--- config.mk ---
export PLATFORM = sky130hd
export DESIGN_NAME = writeback_scoreboard
export DESIGN_NICKNAME = d
export VERILOG_FILES = /design/src/rtl/writeback_scoreboard.sv
export SDC_FILE = /design/constraint.sdc
export NUM_CORES = 1
export LEC_CHECK = 0
export CAP_MARGIN = 15
export CORE_AREA = 2 2 89 125
export DETAILED_ROUTE_END_ITERATION = 7
export DIE_AREA = 0 0 91 127
export MAX_ROUTING_LAYER = met4
export PLACE_DENSITY = 0.65
export SLEW_MARGIN = 25
export SYNTH_ARGS = -nofsm -noshare
export SYNTH_HDL_FRONTEND = slang
export SYNTH_SLANG_ARGS = --single-unit
--- constraint.sdc ---
create_clock -name clock -period 2.46 [get_ports clock]
set_clock_uncertainty 0.2 [all_clocks]
set_input_delay 0.738 -clock clock [delete_from_list [all_inputs] [get_ports clock]]
set_output_delay 0.738 -clock clock [all_outputs]
set_load 0.005 [all_outputs]
--- src/rtl/writeback_scoreboard.sv ---
// Writeback stage: merges ALU and load results into one registered regfile write per cycle
// and tracks in-flight writes per register for RAW hazard stalls.
module writeback_scoreboard #(
    parameter int unsigned DATA_W = 16,
    parameter int unsigned ADDR_W = 3,
    parameter int unsigned PEND_W = 2
) (
    input  logic              clock,
    input  logic              reset_n,
    input  logic              issue_valid,
    input  logic [ADDR_W-1:0] issue_addr,
    output logic              issue_stall,
    input  logic [ADDR_W-1:0] src0_addr,
    input  logic [ADDR_W-1:0] src1_addr,
    output logic              src0_busy,
    output logic              src1_busy,
    input  logic              alu_valid,
    input  logic [ADDR_W-1:0] alu_addr,
    input  logic [DATA_W-1:0] alu_data,
    input  logic              mem_valid,
    output logic              mem_ready,
    input  logic [ADDR_W-1:0] mem_addr,
    input  logic [DATA_W-1:0] mem_data,
    output logic              reg_write_enable,
    output logic [ADDR_W-1:0] data_write_address,
    output logic [DATA_W-1:0] data_write,
    output logic              err_underflow
);
    localparam int unsigned NumRegs = 2 ** ADDR_W;
    localparam logic [PEND_W-1:0] PendMax = '1;

    logic [PEND_W-1:0] pending_q [NumRegs];
    logic [PEND_W-1:0] pending_d [NumRegs];

    logic              hold_valid_q, hold_valid_d;
    logic [ADDR_W-1:0] hold_addr_q, hold_addr_d;
    logic [DATA_W-1:0] hold_data_q, hold_data_d;

    logic              we_q;
    logic [ADDR_W-1:0] waddr_q;
    logic [DATA_W-1:0] wdata_q;
    logic              err_q, err_d;

    logic              sel_valid;
    logic [ADDR_W-1:0] sel_addr;
    logic [DATA_W-1:0] sel_data;
    logic              mem_accept;
    logic              issue_inc;

    assign mem_ready   = ~hold_valid_q;
    assign mem_accept  = mem_valid & mem_ready;
    assign issue_stall = (pending_q[issue_addr] == PendMax);
    assign issue_inc   = issue_valid & ~issue_stall;
    assign src0_busy   = (pending_q[src0_addr] != '0);
    assign src1_busy   = (pending_q[src1_addr] != '0);

    assign reg_write_enable   = we_q;
    assign data_write_address = waddr_q;
    assign data_write         = wdata_q;
    assign err_underflow      = err_q;

    // ALU always wins; a colliding load is parked and drained on the next ALU-free cycle.
    always_comb begin
        sel_valid   = 1'b0;
        sel_addr    = alu_addr;
        sel_data    = alu_data;
        hold_valid_d = hold_valid_q;
        hold_addr_d  = hold_addr_q;
        hold_data_d  = hold_data_q;
        if (alu_valid) begin
            sel_valid = 1'b1;
            if (mem_accept) begin
                hold_valid_d = 1'b1;
                hold_addr_d  = mem_addr;
                hold_data_d  = mem_data;
            end
        end else if (hold_valid_q) begin
            sel_valid    = 1'b1;
            sel_addr     = hold_addr_q;
            sel_data     = hold_data_q;
            hold_valid_d = 1'b0;
        end else if (mem_accept) begin
            sel_valid = 1'b1;
            sel_addr  = mem_addr;
            sel_data  = mem_data;
        end
    end

    // A commit retires one pending write; an issue to the same register cancels it out.
    always_comb begin
        err_d = err_q | (we_q & (pending_q[waddr_q] == '0));
        for (int i = 0; i < NumRegs; i++) begin
            logic inc, dec;
            inc = issue_inc & (issue_addr == ADDR_W'(i));
            dec = we_q & (waddr_q == ADDR_W'(i));
            pending_d[i] = pending_q[i];
            if (inc && !dec) begin
                pending_d[i] = pending_q[i] + PEND_W'(1);
            end else if (dec && !inc && (pending_q[i] != '0)) begin
                pending_d[i] = pending_q[i] - PEND_W'(1);
            end
        end
    end

    always_ff @(posedge clock or negedge reset_n) begin
        if (!reset_n) begin
            we_q         <= 1'b0;
            waddr_q      <= '0;
            wdata_q      <= '0;
            hold_valid_q <= 1'b0;
            hold_addr_q  <= '0;
            hold_data_q  <= '0;
            err_q        <= 1'b0;
            for (int i = 0; i < NumRegs; i++) begin
                pending_q[i] <= '0;
            end
        end else begin
            we_q         <= sel_valid;
            if (sel_valid) begin
                waddr_q <= sel_addr;
                wdata_q <= sel_data;
            end
            hold_valid_q <= hold_valid_d;
            hold_addr_q  <= hold_addr_d;
            hold_data_q  <= hold_data_d;
            err_q        <= err_d;
            for (int i = 0; i < NumRegs; i++) begin
                pending_q[i] <= pending_d[i];
            end
        end
    end

endmodule

Word-level counts from Yosys, hierarchy flattened:

Cells that the tools add are included.

* add/sub/neg operators: 16
* order comparisons: 4
* equal/unequal tests: 16
* muxes and demuxes: 39
* bitwise operators: 26
* reductions and logical operators: 62

Operators by type and width (number)
* 16-bit 2-to-1 mux: 3
* 2-bit 2-to-1 mux: 24
* 2-bit nonzero test: 18
* 2-bit binary-select mux with 3-bit select: 4
* 3-bit == test (second input constant): 8
* 1-bit logical AND: 24
* 1-bit AND: 19
* 2-bit by 1-bit adder with 2-bit output (second input constant): 8
* 4-bit >= comparator (second input constant): 4
* 1-bit zero test: 16
* 3-bit inverter with 4-bit output: 4
* 2-bit by 1-bit subtractor with 2-bit output (second input constant): 8
* 3-bit by 2-bit == test with 1-bit output (second input constant): 4
* 3-bit 2-to-1 mux: 3
* 3-bit by 1-bit == test with 1-bit output (second input constant): 2
* 3-bit zero test: 2
* 1-bit 2-to-1 mux: 5
* 2-bit == test (second input constant): 1
* 2-bit zero test: 1
* 2-bit by 1-bit != test with 1-bit output (second input constant): 1
* 1-bit inverter: 2
* 2-bit AND reduction: 1
* 1-bit OR: 1

* register bits: 57
* output and inout port bits: 25
* word-level logic and storage cells: 178

Depth between registers and ports, before layout:

* word-level depth: 13
* depth in mapped cells: 6
* depth with buffers taken out: 4

Least setup slack after synthesis:

Ideal clock, no wire load.

* kind: input to output
* start point: input port issue_addr[1]
* end point: output port issue_stall
* arrival: 1.684 ns
* data required time: 1.522 ns
* path slack: -0.162 ns
* stages on the path: 3
* path buffers: 1
* path through: buf_2 mux2_2 mux4_2

* longest elaborated chain between the ends: 5

Ends and longest elaborated chain
* start, declared: RTL line 11 `input logic [ADDR_W-1:0] issue_addr,`
* 3-bit inverter with 4-bit output (not written as such): RTL line 52 `assign issue_stall = (pending_q[issue_addr] == PendMax);`
* 2-bit binary-select mux with 3-bit select: RTL line 52
* 2-bit 2-to-1 mux (not written as such) (2 in a row): RTL line 52
* 2-bit == test: RTL line 52
* end, declared: RTL line 12 `output logic issue_stall,`

No other way between the ends. The select of a mux whose other input is x is not followed.

Final worst setup path:

* start point: register pending_q[11] (netlist bit)
* end point: output port issue_stall

* longest elaborated chain between the ends: 4

Ends and longest elaborated chain
* start, declared: RTL line 32 `logic [PEND_W-1:0] pending_q [NumRegs];`
* start signal, assigned by index: RTL line 128 `pending_q[i] <= pending_d[i];`
* 2-bit binary-select mux with 3-bit select: RTL line 52
* 2-bit 2-to-1 mux (not written as such) (2 in a row): RTL line 52
* 2-bit == test: RTL line 52

No other way between the ends. The select of a mux whose other input is x is not followed.

==> impl_metrics.ini <==
[global_route]
grt_overflow = 0
antenna_found_initial = 0
grt_pass1_wl_um = 14800
grt_pass1_vias = 3135
grt_max_degree = 25
grt_usage_pct = 16.42

[run_status]
run_status = finished with violations
violations = negative setup slack

[worst_setup_path]
start_kind = flip-flop
endpoint = issue_stall
r2r_slack_ns = 0.64
worstReg2RegEnd = pending_q[10]
cp.required_ns = 1.52
crit_arrival_ns = 1.73
critPathMaxFanout = 2
end_kind = output pin
rr_startpoint = data_write_address[2]
cp-startpoint = pending_q[11]
reg2reg_depth = 6
path_class = reg -> out

[sta]
hold_viol_final = 0
finalWorstSetupSlack_ns = -0.2063
slew_violations = 0
rsz0062_at_grt = yes
fin_crit_ns = 2.666
finalSetupViolCount = 3
worst_pin_slew_ns = 0.4856
maxSlewHeadroom_pct = 67.59
max_freq_mhz = 375.0
finalCritPeriodShare_pct = 108.4

[clock_tree]
root_buffer = clkbuf_16
htree_num_levels = 3
cts_buffers = 9
path_clk_slew_ns = 0.05
cts_buffer_depth = 2
clock_latency_ns = 0.33
cts_hold_buf = 0
cts_tree = built
cts.sinks = 57

[die]
die_area_sq_mm = 0.01156
row_count = 44
start_util_pct = 29.62
pin_count = 77
die_x_um = 91
fp.dieH_um = 127
fp.coreArea_sq_mm = 0.01035

[flow_run]
drv_cap = 0

[layout]
fill_cells = 1043
fin_area_sq_mm = 0.004686
drive_gt1_share_pct = 27.21
diodes = 0
area_growth_pct = 52.86
final_util_pct = 45.27
final_nets = 477
final_cells = 568

[yosys]
ys_seq_elements = 57
synth.area.top_cells = dfrtp_1 47%, mux2_2 7.7%, nor2_1 4.7%
synth_ff_type = dfrtp_1
synth.avg_cell_area_sq_um = 10.22
yosysWarnings = 0
synth_xor_area_share_pct = 0
synth_cells = 300
synth_largest_area_cell = dfrtp_1
netlist-cell-type-count = 37
synth_top_area_share_pct = 46.53
synth_compound_area_share_pct = 22.90
synth-adder-area-share_pct = 0
yosysMostFrequentCell = dfrtp_1
ys_top_cells_by_count = 57 x dfrtp_1, 38 x nor2_1, 22 x o21ai_0, 21 x mux2_2, 19 x a21oi_1
synth_simple_gate_area_share_pct = 12.49
synthMuxAreaShare_pct = 14.08
synth_nets = 352
async_flop_share_pct = 100.0
synth_seq_area_share_pct = 46.53
syn_area_sq_mm = 0.003065
synth_top_family_by_area = compound AO/OA/AOI/OAI gates
synth_edf_count = 0

[route]
first_iter_violations = 67
ant_nets = 0
vias = 2870
via_per_inst = 5.053
drt_wl_total_um = 8611
met3WireLength_um = 600
drtPass1Iterations = 4
highest_layer = met4
wl_met2_um = 4426
post_drt_wl_per_cell_um = 15.16
drc = 0
wl_met1_um = 3366

[placement]
gp_congestion = 0.9022
io_buffers = 76
post-dp-hpwl_um = 6610
dpl_cell_area_sq_mm = 0.004330
place_inst = 550

[power_and_ir_drop]
power_density_mw_per_mm2 = 833.4
ir_worst_vdd_mv = 0.5404
power_mw = 3.905
cellLeakagePower_nw = 1.992

[min_path]
hold_path.class = in -> async
==> layout make-up <==
cell class              instances  area (sq um)  area share [%]
inverters                      15         56.30           1.202
multi-input cells             213          1539           32.84
repair buffers                129          1170           24.97
well taps                     138         172.7           3.685
clock buffers                  11         242.7           5.180
clock inverters                 5         78.83           1.682
flip-flops and latches         57          1426           30.44
==> timing repair <==
item                       in CTS  in global routing
cloned                          0                  0
setup endpoints to repair       3                  3
buffers inserted                3                  0
pin swaps                       1                  0
hold endpoints to repair        0                  0
gates resized for setup        43                  1
==> logic make-up after synthesis <==
logic type,count (synthesis)
flops,57
mux,33
buf+inv,30
compound gates,99
simple gates,81
==> per-layer routing <==
layer / up-vias / track usage, %
met5: - / -
met3: 16 / 4.776
met2: 92 / 28.37
li1: 1369 / -
met4: 0 / 6.952
met1: 1393 / 17.53
==> cell usage in the layout, fill, tap and decap left out, types with 9 or more instances in the layout <==
cell type        synthesis  layout
clkbuf_16                0       9
inv_1                   13      13
dfrtp_1                 57      57
mux2_2                  21      19
clkdlybuf4s50_1          0      66
nand2_1                 15      15
o22ai_1                 13      13
buf_4                    0      47
nor2_1                  38      35
o21ai_0                 22      21
a21oi_1                 19      19
==> power breakdown <==
part           internal, mW  switching [mW]  leakage (nW)
Sequential             1.14           0.137         0.644
Clock                 0.911           0.432         0.159
Combinational         0.736           0.545          1.19
==> flip-flops by register name, summed over array words and instances, names as in the netlist <==
register / flops
hold_addr_q: 3
err_underflow: 1
hold_valid_q: 1
reg_write_enable: 1
data_write_address: 3
hold_data_q: 16
data_write: 16
pending_q: 16
==> critical path, cell delays in order, from the launching register on <==
cell and delay (ns):
dfrtp_1 0.39, and2_4 0.18, mux2_4 0.26, mux4_2 0.45, buf_2 0.14
==> worst min path at each step <==
| stage | cells after the start | slack [ns] | to | from |
|---|---|---|---|---|
| detailed placement | 1 | 0.29 | hold_data_q[6] | hold_data_q[6] |
| global placement | 1 | 0.29 | hold_addr_q[1] | hold_addr_q[1] |
| CTS | 1 | 0.10 | data_write[2] | reset_n |
| global route | 1 | 0.12 | hold_data_q[8] | reset_n |
| floorplan | 0 | 0.24 | data_write[0] | reset_n |
| finish | 1 | 0.10 | hold_data_q[8] | reset_n |
==> through the flow <==
step | setup TNS (ns) | setup WS, ns | hold WS (ns)
after detailed placement | -4.408 | -0.9810 | 0.2934
after global placement | -3.661 | -0.9686 | 0.2883
final | -0.3546 | -0.2063 | 0.1033
after global routing | -0.5920 | -0.2720 | 0.1175
after floorplan | -0.06926 | -0.06926 | 0.2424
after CTS | -0.3604 | -0.2205 | 0.1032
Note: power is estimated with default switching activity, not from simulation.
